### src/rtl/hpc_rand_source.sv
// Fresh-randomness source for first-order HPC gadgets: seeded 31-bit Fibonacci LFSR with warm-up,
// handing out RAND_WIDTH new bits per consumed cycle under a valid/enable handshake.
module hpc_rand_source #(
  parameter int unsigned RAND_WIDTH    = 2,
  parameter int unsigned WARMUP_CYCLES = 32,
  parameter logic [30:0] DEFAULT_SEED  = 31'h5A5A_1234
) (
  input  logic                  clock_0,
  input  logic                  reset_0,
  input  logic [30:0]           seed_i,
  input  logic                  seed_load_i,
  input  logic                  rand_en_i,
  output logic [RAND_WIDTH-1:0] rand_o,
  output logic                  rand_valid_o,
  output logic                  lfsr_zero_o
);

  localparam int unsigned CNT_W = (WARMUP_CYCLES == 0) ? 1 : $clog2(WARMUP_CYCLES + 1);
  localparam logic [CNT_W-1:0] CNT_INIT = CNT_W'(WARMUP_CYCLES);

  typedef enum logic [1:0] {
    IDLE,
    WARMUP,
    RUN
  } state_e;

  state_e           state_q, state_d;
  logic [30:0]      lfsr_q, lfsr_d;
  logic [CNT_W-1:0] cnt_q, cnt_d;
  logic             zero_q, zero_d;

  logic             fault_now;
  logic             freeze;
  logic [30:0]      seed_eff;
  logic [30:0]      lfsr_adv;

  // RAND_WIDTH single steps unrolled so every bit of rand_o is freshly shifted in.
  function automatic logic [30:0] lfsr_advance(input logic [30:0] s);
    logic [30:0] t;
    t = s;
    for (int unsigned i = 0; i < RAND_WIDTH; i++) begin
      t = {t[29:0], t[30] ^ t[27]};
    end
    return t;
  endfunction

  always_comb begin
    fault_now = (state_q != IDLE) && (lfsr_q == '0);
    freeze    = zero_q || fault_now;
    zero_d    = freeze;
    seed_eff  = (seed_i == '0) ? DEFAULT_SEED : seed_i;
    lfsr_adv  = lfsr_advance(lfsr_q);
  end

  always_ff @(posedge clock_0) begin
    if (reset_0) begin
      state_q <= IDLE;
      lfsr_q  <= '0;
      cnt_q   <= '0;
      zero_q  <= 1'b0;
    end else begin
      state_q <= state_d;
      lfsr_q  <= lfsr_d;
      cnt_q   <= cnt_d;
      zero_q  <= zero_d;
    end
  end

  always_comb begin
    state_d = state_q;
    if (!freeze) begin
      if (seed_load_i) begin
        state_d = (WARMUP_CYCLES == 0) ? RUN : WARMUP;
      end else if (state_q == WARMUP && cnt_q == '0) begin
        state_d = RUN;
      end
    end
  end

  // Warm-up advances only while the counter is non-zero, giving exactly WARMUP_CYCLES advances.
  always_comb begin
    lfsr_d = lfsr_q;
    cnt_d  = cnt_q;
    if (!freeze) begin
      if (seed_load_i) begin
        lfsr_d = seed_eff;
        cnt_d  = CNT_INIT;
      end else begin
        case (state_q)
          WARMUP: begin
            if (cnt_q != '0) begin
              lfsr_d = lfsr_adv;
              cnt_d  = cnt_q - CNT_W'(1);
            end
          end
          RUN: begin
            if (rand_en_i) lfsr_d = lfsr_adv;
          end
          default: ;
        endcase
      end
    end
  end

  always_comb begin
    rand_o       = lfsr_q[RAND_WIDTH-1:0];
    rand_valid_o = (state_q == RUN) && !zero_q && !fault_now;
    lfsr_zero_o  = zero_q;
  end

endmodule

### config.mk
export PLATFORM = sky130hd
export DESIGN_NAME = hpc_rand_source
export DESIGN_NICKNAME = d
export VERILOG_FILES = /design/src/rtl/hpc_rand_source.sv
export SDC_FILE = /design/constraint.sdc
export NUM_CORES = 1
export LEC_CHECK = 0
export ABC_CLOCK_PERIOD_IN_PS = 1900
export BUFFER_PORTS_ARGS = -buffer_cell sky130_fd_sc_hd__buf_2
export CAP_MARGIN = 5
export CELL_PAD_IN_SITES_DETAIL_PLACEMENT = 1
export CELL_PAD_IN_SITES_GLOBAL_PLACEMENT = 1
export CORE_MARGIN = 3
export CORE_UTILIZATION = 30
export DETAILED_ROUTE_END_ITERATION = 8
export HOLD_SLACK_MARGIN = 0.15
export PLACE_DENSITY_LB_ADDON = 0.1
export SKIP_LAST_GASP = 1
export SLEW_MARGIN = 10
export SYNTH_ARGS = -nofsm -noshare
export SYNTH_HDL_FRONTEND = slang
export SYNTH_SLANG_ARGS = --single-unit
### constraint.sdc
create_clock -name clock_0 -period 1.9 [get_ports clock_0]
set_input_delay 0.38 -clock clock_0 [delete_from_list [all_inputs] [get_ports clock_0]]
set_output_delay 0.38 -clock clock_0 [all_outputs]
set_load 0.005 [all_outputs]
==> Word level (Yosys, flattened, before mapping) <==
Cells that the tools add are included.
{ "totals": {"ff_bits": 40, "input_bits": 35, "output_inout_bits": 4, "elab_cells": 41} }
{ "op_classes": {"reduce_logical": 19, "add_sub_neg": 1, "n_mux": 10, "n_eq_ne": 4, "n_bitwise": 3} }
{ "ops": {"columns": ["op", "n"], "rows": [
  ["2-to-1 mux 31 bit", 4],
  ["zero test 31 bit", 2],
  ["one-hot mux 31 bit (2 select lines)", 1],
  ["2-to-1 mux 6 bit", 3],
  ["nonzero test 2 bit", 4],
  ["zero test 6 bit", 1],
  ["nonzero test 6 bit", 1],
  ["subtractor 6 x 1 -> 6 bit, second input constant", 1],
  ["logical AND 1 bit", 4],
  ["2-to-1 mux 2 bit", 2],
  ["AND reduction 4 bit", 1],
  ["!= test 3 x 2 -> 1 bit, second input constant", 1],
  ["!= test 3 bit, second input constant", 1],
  ["AND reduction 3 bit", 1],
  ["nonzero test 3 bit", 1],
  ["equality test 2 x 1 -> 1 bit, second input constant", 1],
  ["equality test 2 bit, second input constant", 1],
  ["zero test 1 bit", 2],
  ["AND reduction 2 bit", 1],
  ["bitwise XOR 1 bit", 2],
  ["logical OR 1 bit", 1],
  ["inverter 1 bit", 1]
]} }

==> Logic depth before layout (Yosys ltp) <==
Gate-level depths: netlist (run 1).
{ "depth": {"word_depth": 5, "ltp_mapped": 8, "mapped_depth_nobuf": 7} }

==> Worst setup path before layout (run 1) <==
No wires, ideal clock.
{ "synth_timing": {"path_kind": "register to output", "start": "register lfsr_q[27]", "end": "output rand_valid_o", "stages_incl_launch_ff": 7, "t_required_ns": 1.520, "path_slack_ns": -0.116, "arrival_ns": 1.636, "path_buffers": 2, "path_cell_list": "dfxtp_1 nor4_2 nand4_1 o31a_1 buf_2 buf_2 and3_1"} }
{ "synth_between": {"elab_chain_cells": 4} }
{ "synth_rtl": {"columns": ["item", "line_no", "source"], "rows": [
  ["from (decl)", "28", "logic [30:0] lfsr_q, lfsr_d;"],
  ["from (signal assigned)", "63", "lfsr_q <= lfsr_d;"],
  ["zero test 31 bit", "48", "fault_now = (state_q != IDLE) && (lfsr_q == '0);"],
  ["logical AND 1 bit", "48", null],
  ["zero test 1 bit", "107", "rand_valid_o = (state_q == RUN) && !zero_q && !fault_now;"],
  ["logical AND 1 bit", "107", null],
  ["to (decl)", "14", "output logic rand_valid_o,"]
]} }
Every way passes these cells.

==> Worst setup path in the final report (run 1) <==
{ "layout_timing": {"start": "register lfsr_q[2]", "end": "output rand_valid_o"} }
Same word-level chain as after synthesis.

==> results of run 1 <==
stage by stage:
stage	hold slack (ns)	TNS, ns
2_1_floorplan	0.462	-0.00241
3_3_place_gp	0.481	-0.147
3_5_place_dp	0.490	-0.331
4_1_cts	0.446	-0.266
5_1_grt	0.485	-3.25
6_report	0.472	-0.203
power by group:
group          leakage (nW)  switching, mW  internal (mW)
logic                 0.837          0.371          0.386
registers             0.335          0.112          0.932
clock network        0.0503          0.314          0.324
total                  1.22          0.797           1.64
cells by family (layout without fill, tap and decap cells):
kind of cell,Yosys count,after routing
flip-flops,40,40
AND/OR/NAND/NOR,65,65
adder cells (fa/ha/maj),2,2
multiplexers,16,16
buffers and inverters,29,98
XOR/XNOR,2,2
AO/OA/AOI/OAI,113,113
critical path, delay by kind of cell (launching register included):
family | cells | cell delay (ns)
simple gates | 2 | 0.40
buf+inv | 2 | 0.28
flops | 1 | 0.37
compound gates | 2 | 0.37
per-layer routing:
metal | global-route usage | up-vias | part of all wire | wire length, microns
li1 | - | 1174 | - | -
met1 | 0.249 | 1168 | 0.49 | 3870
met2 | 0.319 | 32 | 0.47 | 3710
met3 | 0.0252 | 13 | 0.022 | 176
met4 | 0.0537 | 0 | 0.016 | 126
met5 | 0 | - | 0 | 0
cell type report:
| class | count | share of cell area |
|---|---|---|
| clock buffers | 7 | 0.0304 |
| inverters | 5 | 0.00591 |
| multi-input cells | 198 | 0.477 |
| flip-flops and latches | 40 | 0.258 |
| well taps | 99 | 0.0390 |
| repair buffers | 86 | 0.190 |
state kept, by name (all words and copies together) (netlist names):
register	flops
cnt_q	6
lfsr_q	31
lfsr_zero_o	1
state_q	2
synthesized netlist by cell type, types with 3 or more instances:
| cell type | instances |
|---|---|
| dfxtp_1 | 40 |
| a21oi_1 | 39 |
| o21ai_0 | 30 |
| nor2_1 | 19 |
| mux2i_1 | 16 |
| nor4_1 | 15 |
| o2111ai_1 | 13 |
| a211oi_2 | 11 |
| clkbuf_1 | 11 |
| buf_2 | 8 |
| nand4_1 | 7 |
| a211oi_1 | 6 |
| nand2_1 | 6 |
| inv_1 | 4 |
| nor3_1 | 4 |
| o21ai_1 | 4 |
| o31ai_1 | 4 |
| nand3_1 | 3 |
path summary, 6_finish.rpt:
kind	endpoint	slack (ns)	cells after the start
max	rand_valid_o	-0.19	6
min reg2reg	lfsr_q[28]	0.49	2
max reg2reg	lfsr_q[23]	-0.01	8
min	lfsr_q[10]	0.47	3
timing repair:
action / in CTS / in global routing
gates resized for setup: 11 / 48
pin swaps: 9 / 20
hold endpoints to repair: 0 / 0
gates cloned: 0 / 1
setup endpoints to repair: 31 / 40
hold buffers: 0 / 0
buffers inserted: 2 / 2
==> run_results.csv, run 1 <==
group,metric,value,unit
pwr,finalPower,2.44,mW
route,drt_first_pass_iters,4,
timing,clock.fmax,479,MHz
timing,layout_setup_ws,-0.187,ns
floorplanning,num_rows,31,
timing,report.final.slew_viol_count,0,
pwr,peakVddDrop,373,uV
cells_and_area,layout_common_cells,"a21oi_1 (39), buf_4 (39), buf_2 (38)",
outcome,status,"complete, but fails checks",
clock_tree,clockBufferDepth,2,
synth,synth_edf_count,0,
placement,routabilityCongestion,0.759,
setup_path,startpoint,"lfsr_q[2]",
outcome,violations,"setup timing",
setup_path,path_cells,"nor4_4, buf_4, o21ai_2, o31a_1, and3_1, buf_2",
floorplanning,die-area,8610,sq um
setup_path,start_kind,"register",
timing,slew_headroom,0.754,
clock_tree,cts_tree,"yes",
timing,final_hold_viol_count,0,
route,drtAntennaViolNets,0,
setup_path,worst-endpoint-required,1.52,ns
synth,synth_cell_type_count,40,
setup_path,crit_type,"reg -> out",
cells_and_area,final_area,3170,sq um
clock_tree,clock_latency,0.30,ns
route,vias,2387,
setup_path,path_max_fanout,3,
cells_and_area,final_nets,373,
flow_run,max_cap_violations,0,
route,viasPerCell,5.49,
synth,synth-seq-area-share,0.354,
clock_tree,clk_pin_slew,0.08,ns
setup_path,rr_startpoint,"lfsr_q[7]",
floorplanning,die_w,92.8,microns
timing,rsz0062_at_grt,"true",
cells_and_area,drive_gt1_frac,0.426,
floorplanning,die_y,92.8,microns
timing,period_needed,2.09,ns
global_route,grt_pass1_vias,2533,
setup_path,crit_path_end_kind,"primary output",
synth,synth_top_area_cell,"dfxtp_1",
cells_and_area,stdcell_count,435,
global_route,grt_usage,0.188,
placement,place_ws,-0.0759,ns
route,postRouteWirelength,7890,microns
synth,ys_ff_latch,40,
global_route,antenna_found_initial,0,
timing,worst_pin_slew,0.366,ns
global_route,grt_pass1_wl,13000,microns
global_route,grt_max_degree,41,
synth,synth_area,2260,sq um
synth,ys_warn_count,0,
placement,portBuffers,38,
synth,synth_xor_area_frac,0.00775,
synth,synthCells,267,
synth,synth_top_family_by_area,"compound AO/OA/AOI/OAI gates",
clock_tree,cts_sinks,40,
synth,synthMuxAreaShare,0.0708,
cells_and_area,fin_util,0.435,
cells_and_area,area_growth,40.3,%
route,first_iter_violations,77,
synth,synthSimpleGateAreaFrac,0.159,
cells_and_area,multi_input_area,1510,sq um
clock_tree,h-tree-depth,2,
clock_tree,cts_buffers,5,
synth,synth_ff_type,"dfxtp_1",
route,drcViolationCount,0,
min_path,hp-class,"in -> reg",
placement,post_dp_cell_area,2820,sq um
synth,netlist_top_cells_area,"dfxtp_1 (35%), a21oi_1 (8.6%), mux2i_1 (7.1%)",
floorplanning,start_util,0.310,
timing,setup_viol,3,
synth,async_flop_share,0,
min_path,hp-start,"seed_i[10]",
global_route,overflow,0,
clock_tree,cts-root-buf,"clkbuf_8",
pwr,power_density,769,nW/um^2
synth,synth-compound-area-share,0.338,
synth,synth_fp_nets,304,
timing,clock_skew,0.00684,ns
synth,netlist.area_leader.share,0.354,
pwr,p_leak,1.22,nW
placement,dp.cells,424,
synth,synth.avg_cell_area,8.47,sq um
setup_path,cpPeakStageDelay,0.37,ns
route,avgRoutedWirePerCell,18.1,microns
cells_and_area,num_antenna_cells,0,
floorplanning,io_pins,39,
cells_and_area,fillers,896,
setup_path,arrival,1.71,ns
placement,dpl.hpwl,5490,microns
cells_and_area,seqCellArea,820,sq um
synth,synth_fa_ha_area_frac,0.0111,
timing,final.period_utilization,1.10,
floorplanning,core,7290,sq um
setup_path,crit_slowest_cell,"dfxtp_4",
Power figures use the tool's default switching activity.
==> run 2: changes to the inputs <==
--- a/config.mk
+++ b/config.mk
@@ -11,7 +11,7 @@
 export CELL_PAD_IN_SITES_DETAIL_PLACEMENT = 1
 export CELL_PAD_IN_SITES_GLOBAL_PLACEMENT = 1
 export CORE_MARGIN = 3
-export CORE_UTILIZATION = 30
+export CORE_UTILIZATION = 37
 export DETAILED_ROUTE_END_ITERATION = 8
 export HOLD_SLACK_MARGIN = 0.15
 export PLACE_DENSITY_LB_ADDON = 0.1
==> run_results.csv, run 2 (synthesis results as in run 1) <==
group,metric,value,unit
cells_and_area,regMostFlops,"lfsr_q",
route,postRouteWirelength,10000,microns
floorplanning,die-area,7080,sq um
cells_and_area,fillers,647,
timing,rsz0062_at_grt,"true",
setup_path,crit_slowest_cell,"dfxtp_1",
setup_path,crit_family,"simple AND/OR/NAND/NOR gates",
cells_and_area,fin_util,0.635,
setup_path,crit_type,"reg -> out",
clock_tree,clk_pin_slew,0.09,ns
timing,clock.fmax,465,MHz
cells_and_area,drive_gt1_frac,0.559,
setup_path,crit_buf_inv,1,
setup_path,rr_startpoint,"lfsr_q[28]",
cells_and_area,final_nets,385,
min_path,hp-class,"in -> reg",
cells_and_area,area_growth,60.4,%
setup_path,worstReg2RegEnd,"lfsr_q[3]",
setup_path,crit_path_end_kind,"primary output",
setup_path,path_cells,"nor4_4, nand4_1, o31a_1, and3_1, buf_2",
floorplanning,num_rows,27,
timing,final.period_utilization,1.13,
setup_path,path_max_fanout,3,
route,drcViolationCount,0,
floorplanning,core,5710,sq um
setup_path,r2r_slack,-0.21,ns
min_path,whs_path_depth,3,
timing,final_hold_viol_count,0,
clock_tree,clockBufferDepth,2,
floorplanning,die_w,84.2,microns
floorplanning,io_pins,39,
timing,period_needed,2.15,ns
clock_tree,clock_latency,0.31,ns
placement,dpl.hpwl,5510,microns
route,drtAntennaViolNets,0,
route,first_iter_violations,141,
floorplanning,start_util,0.396,
global_route,antenna_found_initial,0,
clock_tree,cts_tree,"yes",
placement,post_dp_cell_area,2790,sq um
global_route,overflow,0,
setup_path,arrival,1.77,ns
timing,report.final.slew_viol_count,0,
pwr,power_density,791,nW/um^2
route,viasPerCell,6.36,
timing,setup_viol,36,
min_path,hp-start,"seed_load_i",
outcome,status,"complete, but fails checks",
clock_tree,cts_buffers,5,
cells_and_area,layout_commonest_cell,"buf_4",
clock_tree,h-tree-depth,2,
global_route,grt_pass1_vias,2521,
cells_and_area,layout_common_cells,"buf_4 (46), buf_2 (38), dfxtp_1 (29)",
timing,slew_headroom,0.525,
setup_path,cpPeakStageDelay,0.40,ns
timing,worst_pin_slew,0.713,ns
global_route,grt_usage,0.229,
placement,routabilityCongestion,0.862,
clock_tree,postCtsHoldBufs,0,
cells_and_area,largestRegisters,"lfsr_q: 31 flops, cnt_q: 6 flops, state_q: 2 flops",
setup_path,worst-endpoint-required,1.52,ns
clock_tree,cts-root-buf,"clkbuf_8",
route,drt_first_pass_iters,4,
flow_run,max_cap_violations,0,
timing,worst_hold_slack,0.393,ns
min_path,hold_path_end,"state_q[0]",
cells_and_area,final_area,3630,sq um
timing,clock_skew,0.00985,ns
route,vias,2677,
floorplanning,die_y,84.2,microns
pwr,finalPower,2.87,mW
outcome,violations,"setup timing",
placement,portBuffers,38,
timing,layout_setup_ws,-0.249,ns
global_route,grt_pass1_wl,13100,microns
clock_tree,cts_sinks,40,
route,avgRoutedWirePerCell,23.8,microns
global_route,grt_max_degree,35,
cells_and_area,largest_reg_flops,31,
setup_path,start_kind,"register",
pwr,peakVddDrop,389,uV
pwr,p_leak,1.37,nW
cells_and_area,num_antenna_cells,0,
setup_path,reg2reg_depth,7,
==> run 2: changes by cell type in the layout (fill, tap and decap cells not counted), moves of 3 or more <==
cell	before	now
a21oi_4	0	12
a21oi_2	0	8
o21ai_2	7	10
o2111ai_2	0	8
o2111ai_1	13	3
a21oi_1	39	19
buf_4	39	46
o21ai_1	2	5
o21ai_0	25	19
==> run 2: layout make-up <==
class                      count  area, sq um  area share
clock buffer                   7         96.3      0.0266
clock inverter                 1         30.0     0.00828
inverter                       5         18.8     0.00517
multi-input combinational    198         1790       0.493
sequential                    40          817       0.225
tap                           72         90.1      0.0248
timing repair buffer          98          788       0.217
==> run 2: worst min-delay path, stage by stage <==
cell,delay (ns)
buf_2,0.13
nand2_1,0.08
a21oi_1,0.06
==> run 2: how the worst max path moves through the flow <==
stage	start	cells after the start	end	slack, ns
after global placement	cnt_q[0]	7	lfsr_q[24]	-0.25
after detailed placement	cnt_q[1]	7	lfsr_q[13]	-0.30
after global routing	lfsr_q[28]	5	rand_valid_o	-0.32
after floorplan	lfsr_q[10]	6	rand_valid_o	-0.002
final	lfsr_q[28]	5	rand_valid_o	-0.25
after CTS	lfsr_q[23]	5	rand_valid_o	-0.21
==> run 2: power breakdown <==
part | total (mW) | switching (mW) | internal [mW]
clock | 0.797 | 0.333 | 0.464
sequential | 1.05 | 0.118 | 0.933
combinational | 1.02 | 0.503 | 0.520
==> run 2: repair_timing <==
action | CTS | global route
setup buffers | 5 | 5
pin swaps | 10 | 45
cloned | 2 | 3
gates resized for setup | 18 | 99
setup endpoints to repair | 37 | 38
==> run 2: routing by layer <==
| metal | wire length (microns) | global-route usage | up-vias |
|---|---|---|---|
| met4 | 340 | 0.0848 | 0 |
| met1 | 4200 | 0.298 | 1345 |
| met2 | 5050 | 0.382 | 110 |
| met5 | 0 | 0 | - |
| li1 | - | - | 1192 |
| met3 | 423 | 0.0363 | 30 |
==> run 2: stage by stage <==
step           std cells  worst slack, ns  setup TNS [ns]
2_1_floorplan        267         -0.00241        -0.00241
3_3_place_gp         398           -0.247           -4.81
3_5_place_dp         398           -0.304           -5.26
4_1_cts              413           -0.206          -0.214
5_1_grt              421           -0.317           -8.36
6_report             421           -0.249           -4.97
==> run 3: changes to the inputs <==
--- a/config.mk
+++ b/config.mk
@@ -5,13 +5,13 @@
 export SDC_FILE = /design/constraint.sdc
 export NUM_CORES = 1
 export LEC_CHECK = 0
-export ABC_CLOCK_PERIOD_IN_PS = 1900
+export ABC_CLOCK_PERIOD_IN_PS = 2300
 export BUFFER_PORTS_ARGS = -buffer_cell sky130_fd_sc_hd__buf_2
 export CAP_MARGIN = 5
 export CELL_PAD_IN_SITES_DETAIL_PLACEMENT = 1
 export CELL_PAD_IN_SITES_GLOBAL_PLACEMENT = 1
 export CORE_MARGIN = 3
-export CORE_UTILIZATION = 37
+export CORE_UTILIZATION = 41
 export DETAILED_ROUTE_END_ITERATION = 8
 export HOLD_SLACK_MARGIN = 0.15
 export PLACE_DENSITY_LB_ADDON = 0.1
==> constraint.sdc (replaced) <==
create_clock -name clock_0 -period 2.3 [get_ports clock_0]
set_input_delay 0.46 -clock clock_0 [delete_from_list [all_inputs] [get_ports clock_0]]
set_output_delay 0.46 -clock clock_0 [all_outputs]
set_load 0.005 [all_outputs]
==> run_results.csv, run 3 (synthesis results as in run 1) <==
group,metric,value,unit
outcome,status,"completed",
global_route,grt_max_degree,35,
cells_and_area,fillers,652,
pwr,finalPower,1.83,mW
cells_and_area,largestRegisters,"lfsr_q: 31 flops, cnt_q: 6 flops, state_q: 2 flops",
setup_path,path_cells,"nor4_1, nand3_1, o31a_1, and3_1, buf_2",
cells_and_area,drive_gt1_frac,0.272,
cells_and_area,final_nets,345,
placement,dpl.hpwl,4980,microns
floorplanning,die_w,80.3,microns
cells_and_area,area_growth,20.9,%
setup_path,worst-endpoint-required,1.84,ns
timing,worst_pin_slew,0.611,ns
timing,report.final.slew_viol_count,0,
route,vias,2282,
placement,dp.cells,371,
route,postRouteWirelength,7020,microns
floorplanning,die_y,80.3,microns
timing,clock.fmax,445,MHz
clock_tree,cts_tree,"yes",
floorplanning,core,5200,sq um
pwr,power_density,669,nW/um^2
cells_and_area,multi_input_area,1370,sq um
route,drcViolationCount,0,
floorplanning,die-area,6440,sq um
global_route,overflow,0,
timing,setup_tns,0,ns
clock_tree,cts_buffers,5,
flow_run,max_cap_violations,0,
route,top_layer,"met4",
timing,clock_skew,0.00827,ns
clock_tree,h-tree-depth,2,
cells_and_area,layout_commonest_cell,"dfxtp_1",
timing,final_hold_viol_count,0,
cells_and_area,stdcell_count,379,
clock_tree,clock_latency,0.30,ns
setup_path,crit_path_end_kind,"primary output",
cells_and_area,largest_reg_flops,31,
route,drt_first_pass_iters,4,
floorplanning,io_pins,39,
setup_path,path_max_fanout,3,
timing,layout_setup_ws,0.0546,ns
global_route,grt_pass1_vias,2362,
setup_path,start_kind,"register",
timing,final.period_utilization,0.976,
placement,routabilityCongestion,0.847,
global_route,antenna_found_initial,0,
route,first_iter_violations,103,
setup_path,cpPeakStageDelay,0.37,ns
global_route,grt_usage,0.240,
route,routedLengthMet1,3400,microns
route,viasPerCell,6.02,
route,avgRoutedWirePerCell,18.5,microns
route,met3_length,227,microns
cells_and_area,layout_common_cells,"dfxtp_1 (40), a21oi_1 (39), buf_2 (38)",
placement,portBuffers,38,
pwr,p_leak,1.03,nW
setup_path,crit_type,"reg -> out",
clock_tree,clockBufferDepth,2,
route,dr_wl_met2,3330,microns
setup_path,crit_buf_inv,1,
clock_tree,postCtsHoldBufs,0,
placement,post_dp_cell_area,2600,sq um
setup_path,crit_slowest_cell,"nor4_1",
min_path,hp-class,"reg -> reg",
timing,rsz0062_at_grt,"true",
clock_tree,post-cts-setup-buffers,0,
floorplanning,start_util,0.434,
pwr,peakVddDrop,278,uV
route,drtAntennaViolNets,0,
setup_path,crit_family,"simple AND/OR/NAND/NOR gates",
timing,period_needed,2.25,ns
floorplanning,num_rows,26,
timing,slew_headroom,0.592,
timing,setup_viol,0,
clock_tree,cts_sinks,40,
clock_tree,cts-root-buf,"clkbuf_8",
clock_tree,clk_pin_slew,0.08,ns
placement,place_ws,0.173,ns
global_route,grt_pass1_wl,12000,microns
cells_and_area,num_antenna_cells,0,
cells_and_area,seqCellArea,801,sq um
cells_and_area,final_area,2730,sq um
setup_path,arrival,1.79,ns
cells_and_area,regMostFlops,"lfsr_q",
==> run 3: path summary, 6_finish.rpt <==
check / startpoint / endpoint / slack (ns) / cells past startpoint
max: lfsr_q[3] / rand_valid_o / 0.05 / 5
min: cnt_q[4] / cnt_q[4] / 0.51 / 2
max reg2reg: cnt_q[0] / lfsr_q[15] / 0.26 / 9
min reg2reg: cnt_q[4] / cnt_q[4] / 0.51 / 2
==> run 3: timing repair <==
| item | in CTS | in global routing |
|---|---|---|
| pin swaps | 0 | 1 |
| endpoints found under the setup margin | 1 | 13 |
| resized for setup | 2 | 3 |
| cloned | 0 | 0 |
==> run 3: worst min-delay path: stages (launching register included) <==
cell and delay [ns]:
dfxtp_1 0.34, o31ai_1 0.07, a21oi_1 0.05
==> run 3: final cells by class <==
class,instances,share of cell area
multi-input cells,198,0.500
inverters,5,0.00686
repair buffers,58,0.134
well taps,70,0.0320
clock inverters,1,0.00275
clock buffers,7,0.0316
flip-flops and latches,40,0.293
==> run 3: power by group <==
| group | leakage (nW) | total [mW] | switching [mW] | internal, mW |
|---|---|---|---|---|
| combinational | 0.653 | 0.480 | 0.255 | 0.225 |
| sequential | 0.330 | 0.845 | 0.0787 | 0.766 |
| clock | 0.0445 | 0.503 | 0.259 | 0.244 |
==> run 3: per-layer routing <==
layer / GRT usage / up-vias
li1: - / 1119
met2: 0.398 / 45
met3: 0.0370 / 7
met1: 0.325 / 1111
met5: 0 / -
met4: 0.0557 / 0
==> run 3: metrics by stage <==
step	utilization	hold WS (ns)
floorplan	-	0.462
global placement	0.499	0.481
detailed placement	0.499	0.493
CTS	0.520	0.506
global route	0.525	0.541
finish	0.525	0.507
